[src/rtl/uart_rx_control.sv]
// 8N1 UART receiver: captures the first DATA_LEN bytes from RXD into a small
// buffer with a combinational read port, then holds done until reset.
module uart_rx_control #(
    parameter int CLKS_PER_BIT = 868,
    parameter int DATA_BITS    = 8,
    parameter int DATA_LEN     = 4,
    parameter int IDX_W        = 3
) (
    input  logic                 CLK100MHZ,
    input  logic                 reset,
    input  logic                 start,
    input  logic                 RXD,
    input  logic [IDX_W-1:0]     rd_addr,
    output logic [DATA_BITS-1:0] rd_data,
    output logic [IDX_W-1:0]     count,
    output logic                 byte_valid,
    output logic                 frame_err,
    output logic                 done
);

    localparam int BAUD_W = $clog2(CLKS_PER_BIT);
    localparam int BIT_W  = $clog2(DATA_BITS + 1);
    localparam int DEPTH  = 2 ** IDX_W;

    localparam logic [BAUD_W-1:0] BAUD_LAST = BAUD_W'(CLKS_PER_BIT - 1);
    localparam logic [BAUD_W-1:0] HALF_LAST = BAUD_W'(CLKS_PER_BIT / 2 - 1);
    localparam logic [BIT_W-1:0]  BIT_LAST  = BIT_W'(DATA_BITS - 1);
    localparam logic [IDX_W-1:0]  LEN_C     = IDX_W'(DATA_LEN);

    typedef enum logic [2:0] {
        S_IDLE,
        S_START,
        S_DATA,
        S_STOP,
        S_END
    } state_t;

    state_t state, state_nx;

    logic                 rx_meta, rxs;
    logic                 line_ready;
    logic [BAUD_W-1:0]    baud_cnt;
    logic [BIT_W-1:0]     bit_cnt;
    logic [DATA_BITS-1:0] shreg;
    logic [DATA_BITS-1:0] buffer [0:DEPTH-1];
    logic [IDX_W-1:0]     count_inc;

    logic baud_clr, bit_clr, shift_en, store, ferr_set;

    assign count_inc = count + IDX_W'(1);

    always_comb begin
        state_nx = state;
        baud_clr = 1'b0;
        bit_clr  = 1'b0;
        shift_en = 1'b0;
        store    = 1'b0;
        ferr_set = 1'b0;
        case (state)
            S_IDLE: begin
                baud_clr = 1'b1;
                bit_clr  = 1'b1;
                // line_ready keeps a stuck-low line from looking like a new start bit
                if (start && !done && !rxs && line_ready)
                    state_nx = S_START;
            end
            S_START: begin
                if (baud_cnt == HALF_LAST) begin
                    baud_clr = 1'b1;
                    state_nx = rxs ? S_IDLE : S_DATA;
                end
            end
            S_DATA: begin
                if (baud_cnt == BAUD_LAST) begin
                    baud_clr = 1'b1;
                    shift_en = 1'b1;
                    if (bit_cnt == BIT_LAST)
                        state_nx = S_STOP;
                end
            end
            S_STOP: begin
                if (baud_cnt == BAUD_LAST) begin
                    baud_clr = 1'b1;
                    store    = rxs;
                    ferr_set = !rxs;
                    state_nx = (rxs && count_inc == LEN_C) ? S_END : S_IDLE;
                end
            end
            S_END: begin
                baud_clr = 1'b1;
            end
            default: begin
                state_nx = S_IDLE;
                baud_clr = 1'b1;
            end
        endcase
    end

    always_ff @(posedge CLK100MHZ) begin
        if (reset) begin
            state      <= S_IDLE;
            rx_meta    <= 1'b1;
            rxs        <= 1'b1;
            line_ready <= 1'b1;
            baud_cnt   <= '0;
            bit_cnt    <= '0;
            shreg      <= '0;
            count      <= '0;
            byte_valid <= 1'b0;
            frame_err  <= 1'b0;
            done       <= 1'b0;
            for (int i = 0; i < DEPTH; i++)
                buffer[i] <= '0;
        end else begin
            state      <= state_nx;
            rx_meta    <= RXD;
            rxs        <= rx_meta;
            byte_valid <= store;
            baud_cnt   <= baud_clr ? '0 : baud_cnt + BAUD_W'(1);
            if (bit_clr)
                bit_cnt <= '0;
            else if (shift_en)
                bit_cnt <= bit_cnt + BIT_W'(1);
            if (shift_en)
                shreg <= {rxs, shreg[DATA_BITS-1:1]};
            // done is registered together with the final count update
            if (store) begin
                buffer[count] <= shreg;
                count         <= count_inc;
                done          <= (count_inc == LEN_C);
            end
            if (ferr_set) begin
                frame_err  <= 1'b1;
                line_ready <= 1'b0;
            end else if (rxs) begin
                line_ready <= 1'b1;
            end
        end
    end

    always_comb begin
        rd_data = '0;
        if (rd_addr < LEN_C)
            rd_data = buffer[rd_addr];
    end

endmodule

[config.mk]
export PLATFORM = sky130hd
export DESIGN_NAME = uart_rx_control
export DESIGN_NICKNAME = d
export VERILOG_FILES = /design/src/rtl/uart_rx_control.sv
export SDC_FILE = /design/constraint.sdc
export NUM_CORES = 1
export LEC_CHECK = 0
export BUFFER_PORTS_ARGS = -buffer_cell sky130_fd_sc_hd__buf_4
export CORE_MARGIN = 3
export CORE_UTILIZATION = 45
export DETAILED_ROUTE_END_ITERATION = 6
export MAX_ROUTING_LAYER = met4
export PLACE_DENSITY_LB_ADDON = 0.1
export SETUP_SLACK_MARGIN = 0.5
export SKIP_CTS_REPAIR_TIMING = 1
export SLEW_MARGIN = 0
export SYNTH_ARGS = -nofsm -noshare
export SYNTH_HDL_FRONTEND = slang
export SYNTH_SLANG_ARGS = --single-unit
[constraint.sdc]
create_clock -name CLK100MHZ -period 2.3 [get_ports CLK100MHZ]
set_input_delay 0.115 -clock CLK100MHZ [delete_from_list [all_inputs] [get_ports CLK100MHZ]]
set_output_delay 0.115 -clock CLK100MHZ [all_outputs]
set_load 0.01 [all_outputs]
==> impl_metrics.json, run 1 <==
{
  "antenna_nets_post_route": 0,
  "clkSinkCount": 66,
  "min_period_over_period": 0.870,
  "power.density_cell_area_nw_per_um2": 614,
  "die_outline_width_um": 87.9,
  "critPathTopFamily": "simple AND/OR/NAND/NOR gates",
  "yosysWarningCount": 0,
  "grt_pass1_vias": 1938,
  "htree_num_levels": 3,
  "tritoncts": "done",
  "grt_overflow": 0,
  "drv_cap": 0,
  "die_area_um2": 7720,
  "clockBufferDepth": 2,
  "grt_max_degree": 30,
  "maxSlewViolCount": 0,
  "maximum_achievable_frequency_mhz": 500,
  "synthesis.nets": 269,
  "floorplan.die.height_um": 87.9,
  "routed_via_density": 5.33,
  "timing.critical_path.slowest_stage_cell": "sky130_fd_sc_hd__or4_4",
  "fin_crit_ps": 2000,
  "yosysMostFrequentCell": "sky130_fd_sc_hd__dfxtp_1",
  "crit_chain": "or3b_4, or4_4, nor4_4, or2_4",
  "place.port_buffers": 20,
  "endpoint_type_of_the_worst_setup_path": "register",
  "post_synth_xor_area_fraction": 0.0319,
  "globalplace.congestion": 0.777,
  "critPathMaxFanout": 8,
  "netlist.area_leader.share": 0.319,
  "clk_pin_slew_ps": 70,
  "timing.critical_path.buf_inv": 0,
  "yosys.area_share.simple": 0.243,
  "route.detailed.wl_per_inst_um": 15.8,
  "drt_first_pass_iters": 4,
  "first_pass_grt_wire_length_um": 9430,
  "setup.worst_path.start_class": "register",
  "drive_above_1_share": 0.303,
  "synth.area.mux_share": 0.0896,
  "setup_tns_ps": 0,
  "start_util": 0.470,
  "synthesis.area_per_instance_um2": 11.7,
  "grt_setup_unrepaired": "true",
  "synth.distinct_cells": 47,
  "synth_top_family_by_area": "simple AND/OR/NAND/NOR gates",
  "io_pins": 21,
  "status": "finished clean",
  "yosys.area.top_type": "sky130_fd_sc_hd__edfxtp_1",
  "final_net_count": 304,
  "insertion_delay_to_the_later_sink_of_the_worst_skew_pair_ps": 340,
  "layout.cells.non_filler": 374,
  "fin_hold_ws_ps": 149,
  "detail_route.drc_violations": 0,
  "worst-endpoint-required_ps": 2340,
  "areaGrowthSynthToFinish_pct": 19.7,
  "synth_ff_type": "sky130_fd_sc_hd__dfxtp_1",
  "rows": 29,
  "synth_fa_ha_area_frac": 0.0207,
  "share_of_flip_flops_with_an_asynchronous_set_or_reset_after_synthesis": 0,
  "postRouteWirelength_um": 5890,
  "final_hold_viol_count": 0,
  "antenna-diode-count": 0,
  "dp_cells": 352,
  "timing_worst_setup_path_type": "reg2reg",
  "setup_ws_ps": 299,
  "worst_ep_arrival_time_ps": 2050,
  "gr-usage-all-layers": 0.169,
  "ir_drop_v": 0.000359,
  "synth_edf_count": 32,
  "placement.setup.worst_slack_ps": 205,
  "fp.coreArea_um2": 6420,
  "antenna_violations_before_repair": 0,
  "timing.max_slew.rel_slack": 0.625,
  "drt-initial-drc-count": 126,
  "mappedNetlistArea_um2": 3020,
  "synth.area.top_cells": "sky130_fd_sc_hd__edfxtp_1, sky130_fd_sc_hd__dfxtp_1, sky130_fd_sc_hd__and2_1",
  "vias": 1993,
  "setup_violations": 0,
  "seq_area_frac_synth": 0.544,
  "synth_common_cells": "sky130_fd_sc_hd__dfxtp_1, sky130_fd_sc_hd__and2_1, sky130_fd_sc_hd__edfxtp_1",
  "synth_cells": 257,
  "ys_seq_elements": 66,
  "worst_slew_pin_slew_ps": 558,
  "cts.root.buffer_cell": "sky130_fd_sc_hd__clkbuf_8",
  "finish.utilization": 0.562,
  "leakagePower_nw": 1.35,
  "holdCritPathClass": "in2reg",
  "hpwlAfterDp_um": 4120,
  "final.setup_skew_ps": 6.13,
  "cts_inserted_buffers": 9,
  "slowest_delay_ps": 510,
  "synth_compound_area_frac": 0.0481
}
## per-stage QoR
stage,total power [mW],area [um^2]
after floorplan,1.35,3050
after global placement,1.40,3310
after detailed placement,1.40,3310
after CTS,2.24,3480
after global routing,2.30,3610
final,2.22,3610
## cells in the final DEF, fill, tap and decap left out, types with 2 or more instances in the layout
| master | Yosys | final |
|---|---|---|
| sky130_fd_sc_hd__edfxtp_1 | 32 | 32 |
| sky130_fd_sc_hd__buf_4 | 0 | 31 |
| sky130_fd_sc_hd__nor2_1 | 28 | 27 |
| sky130_fd_sc_hd__and2_1 | 33 | 26 |
| sky130_fd_sc_hd__dfxtp_1 | 34 | 26 |
| sky130_fd_sc_hd__clkbuf_8 | 0 | 10 |
| sky130_fd_sc_hd__mux2i_1 | 9 | 9 |
| sky130_fd_sc_hd__mux4_2 | 8 | 8 |
| sky130_fd_sc_hd__nor2b_1 | 8 | 8 |
| sky130_fd_sc_hd__nand2_1 | 8 | 8 |
| sky130_fd_sc_hd__xor2_1 | 8 | 8 |
| sky130_fd_sc_hd__a21oi_1 | 7 | 7 |
| sky130_fd_sc_hd__and2_4 | 0 | 7 |
| sky130_fd_sc_hd__dfxtp_2 | 0 | 7 |
| sky130_fd_sc_hd__inv_1 | 6 | 6 |
| sky130_fd_sc_hd__nand3_1 | 8 | 6 |
| sky130_fd_sc_hd__or2_4 | 0 | 4 |
| sky130_fd_sc_hd__o21ai_0 | 5 | 4 |
| sky130_fd_sc_hd__ha_1 | 5 | 4 |
| sky130_fd_sc_hd__nand2b_1 | 3 | 3 |
| sky130_fd_sc_hd__or2_2 | 5 | 3 |
| sky130_fd_sc_hd__xnor2_1 | 3 | 3 |
| sky130_fd_sc_hd__or3_1 | 3 | 3 |
| sky130_fd_sc_hd__nor4_4 | 2 | 2 |
| sky130_fd_sc_hd__a31oi_1 | 2 | 2 |
| sky130_fd_sc_hd__nor4b_1 | 2 | 2 |
| sky130_fd_sc_hd__and3_1 | 2 | 2 |
| sky130_fd_sc_hd__nand4_1 | 2 | 2 |
| sky130_fd_sc_hd__clkinv_2 | 0 | 2 |
| sky130_fd_sc_hd__buf_6 | 1 | 2 |
## where the power goes
| group | internal (mW) | total [mW] | switching (mW) |
|---|---|---|---|
| clock | 0.415 | 0.849 | 0.434 |
| combinational | 0.0567 | 0.106 | 0.0491 |
| sequential | 1.25 | 1.26 | 0.00897 |
## routing by layer
| metal | track usage | wire length, um |
|---|---|---|
| met2 | 0.275 | 2970 |
| met5 | - | 0 |
| met1 | 0.197 | 2580 |
| met3 | 0.0310 | 224 |
| met4 | 0.0948 | 120 |
## sequential cells by signal, summed over array words and instances (netlist names)
name	count
buffer	32
baud_cnt	10
shreg	8
bit_cnt	4
count	3
state	3
byte_valid	1
done	1
frame_err	1
line_ready	1
rx_meta	1
rxs	1
## cell families (layout without fill, tap and decap cells)
group	Yosys count	after routing
flip-flops	66	66
XOR/XNOR	11	11
adder cells (fa/ha/maj)	5	5
AO/OA/AOI/OAI	22	22
multiplexers	17	17
AND/OR/NAND/NOR	120	120
buffers and inverters	16	56
## cell type report
class                   count  area [um^2]
fillers                   561         2810
flip-flops and latches     66         1650
multi-input cells         175         1400
repair buffers             34          265
clock buffers              11          141
well taps                  77         96.3
clock inverters             5         30.0
inverters                   6         22.5
## final timing paths
check | depth (start not counted) | slack (ps) | start | to
worst max-delay path | 4 | 300 | baud_cnt[2] | buffer[1][1]
worst min-delay path | 2 | 150 | reset | shreg[0]
worst max register to register | 4 | 300 | baud_cnt[2] | buffer[1][1]
worst min register to register | 1 | 410 | rx_meta | rxs
Power figures use the tool's default switching activity.
==> run 2: changes to the inputs <==
--- a/config.mk
+++ b/config.mk
@@ -6,8 +6,9 @@
 export NUM_CORES = 1
 export LEC_CHECK = 0
 export BUFFER_PORTS_ARGS = -buffer_cell sky130_fd_sc_hd__buf_4
+export CAP_MARGIN = 40
 export CORE_MARGIN = 3
-export CORE_UTILIZATION = 45
+export CORE_UTILIZATION = 54
 export DETAILED_ROUTE_END_ITERATION = 6
 export MAX_ROUTING_LAYER = met4
 export PLACE_DENSITY_LB_ADDON = 0.1
@@ -17,3 +18,4 @@
 export SYNTH_ARGS = -nofsm -noshare
 export SYNTH_HDL_FRONTEND = slang
 export SYNTH_SLANG_ARGS = --single-unit
+export TNS_END_PERCENT = 100
==> run 2 against run 1 <==
  * Non-clock buffer count grew 6
  * Cell count is the same
  * Routed wire length grew 4.0%
  * Critical path depth grew 2
  * Core utilization grew 16 points
  * Flip-flop and latch count is the same
==> impl_metrics.json, run 2 (synthesized netlist as in run 1, its figures left out) <==
{
  "status": "finished clean",
  "setup_tns_ps": 0,
  "worst_slew_pin_slew_ps": 679,
  "finalPower_mw": 2.65,
  "first_pass_grt_wire_length_um": 9290,
  "insertion_delay_to_the_later_sink_of_the_worst_skew_pair_ps": 340,
  "timing.critical_path.buf_inv": 2,
  "final_hold_viol_count": 0,
  "ir_drop_v": 0.000416,
  "crit_chain": "or3b_4, or4_4, nor4_4, buf_4, buf_6, and2_4",
  "routed_via_density": 5.59,
  "rows": 26,
  "clkSinkCount": 66,
  "finish.utilization": 0.720,
  "drt_first_pass_iters": 4,
  "final_common_cell": "sky130_fd_sc_hd__buf_4",
  "grt_overflow": 0,
  "holdCritPathClass": "in2reg",
  "antenna-diode-count": 0,
  "setup.worst_path.start_class": "register",
  "tritoncts": "done",
  "route.detailed.wl_per_inst_um": 16.4,
  "regMostFlops": "buffer",
  "antenna_violations_before_repair": 0,
  "seqCellArea_um2": 1660,
  "critPathTopFamily": "simple AND/OR/NAND/NOR gates",
  "place.port_buffers": 20,
  "floorplan.die.height_um": 80.7,
  "timing_worst_setup_path_type": "reg2reg",
  "postRouteWirelength_um": 6130,
  "start_util": 0.572,
  "slowest_delay_ps": 510,
  "multi_input_comb_area_um2": 1430,
  "gr-usage-all-layers": 0.201,
  "timing.max_slew.rel_slack": 0.543,
  "fin_crit_ps": 2010,
  "globalplace.congestion": 0.871,
  "worst_ep_arrival_time_ps": 2220,
  "worst-endpoint-required_ps": 2520,
  "leakagePower_nw": 1.44,
  "drt-initial-drc-count": 90,
  "cts_inserted_buffers": 9,
  "antenna_nets_post_route": 0,
  "final.setup_skew_ps": 7.01,
  "placement.setup.worst_slack_ps": 211,
  "die_area_um2": 6520,
  "fillers": 379,
  "top_regs": "buffer x32, baud_cnt x10, shreg x8",
  "endpoint_type_of_the_worst_setup_path": "register",
  "fp.coreArea_um2": 5270,
  "drv_cap": 0,
  "max_ffs_per_register": 32,
  "maxSlewViolCount": 0,
  "die_outline_width_um": 80.7,
  "io_pins": 21,
  "power.density_cell_area_nw_per_um2": 699,
  "clk_pin_slew_ps": 70,
  "final_net_count": 311,
  "setup_ws_ps": 294,
  "timing.critical_path.slowest_stage_cell": "sky130_fd_sc_hd__or4_4",
  "setup_violations": 0,
  "grt_setup_unrepaired": "true",
  "clockBufferDepth": 2,
  "grt_max_degree": 30,
  "min_period_over_period": 0.872,
  "detail_route.drc_violations": 0,
  "areaGrowthSynthToFinish_pct": 25.8,
  "grt_pass1_vias": 1888,
  "critPathMaxFanout": 8,
  "drive_above_1_share": 0.345,
  "vias": 2090,
  "cts.root.buffer_cell": "sky130_fd_sc_hd__clkbuf_8",
  "hpwlAfterDp_um": 3950,
  "maximum_achievable_frequency_mhz": 499,
  "most_used_cells_in_the_layout_excluding_fill_and_tap_cells": "sky130_fd_sc_hd__buf_4, sky130_fd_sc_hd__edfxtp_1, sky130_fd_sc_hd__nor2_1",
  "htree_num_levels": 3
}
-- run 2: final timing paths --
kind / slack [ps] / cells past startpoint / from / endpoint
worst min-delay path: 140 / 2 / reset / shreg[7]
worst min register to register: 410 / 1 / rx_meta / rxs
worst max register to register: 290 / 6 / baud_cnt[2] / buffer[1][0]
worst max-delay path: 290 / 6 / baud_cnt[2] / buffer[1][0]
-- run 2: cell type report --
type	count	share of cell area
Clock buffer	9	0.0326
Clock inverter	7	0.0372
Inverter	6	0.00593
Multi-Input combinational cell	176	0.376
Sequential cell	66	0.438
Tap cell	70	0.0231
Timing Repair Buffer	40	0.0870
-- run 2: power by group --
group	leakage, nW	total (mW)	switching (mW)	internal (mW)
Clock	0.129	1.29	0.459	0.829
Sequential	0.593	1.26	0.00901	1.25
Combinational	0.720	0.105	0.0483	0.0567
-- run 2: stage by stage --
stage          cells  area [um^2]  hold slack, ps
2_1_floorplan    257         3050             219
3_3_place_gp     347         3320             303
3_5_place_dp     347         3320             303
4_1_cts          363         3580           -57.6
5_1_grt          374         3800             151
6_report         374         3800             142
-- run 2: layer usage --
metal	wire length, um	vias up	GRT usage	part of all wire
li1	-	1011	-	-
met2	3170	62	0.335	0.52
met5	0	-	-	0
met3	312	20	0.0432	0.051
met1	2470	997	0.225	0.40
met4	167	0	0.110	0.027
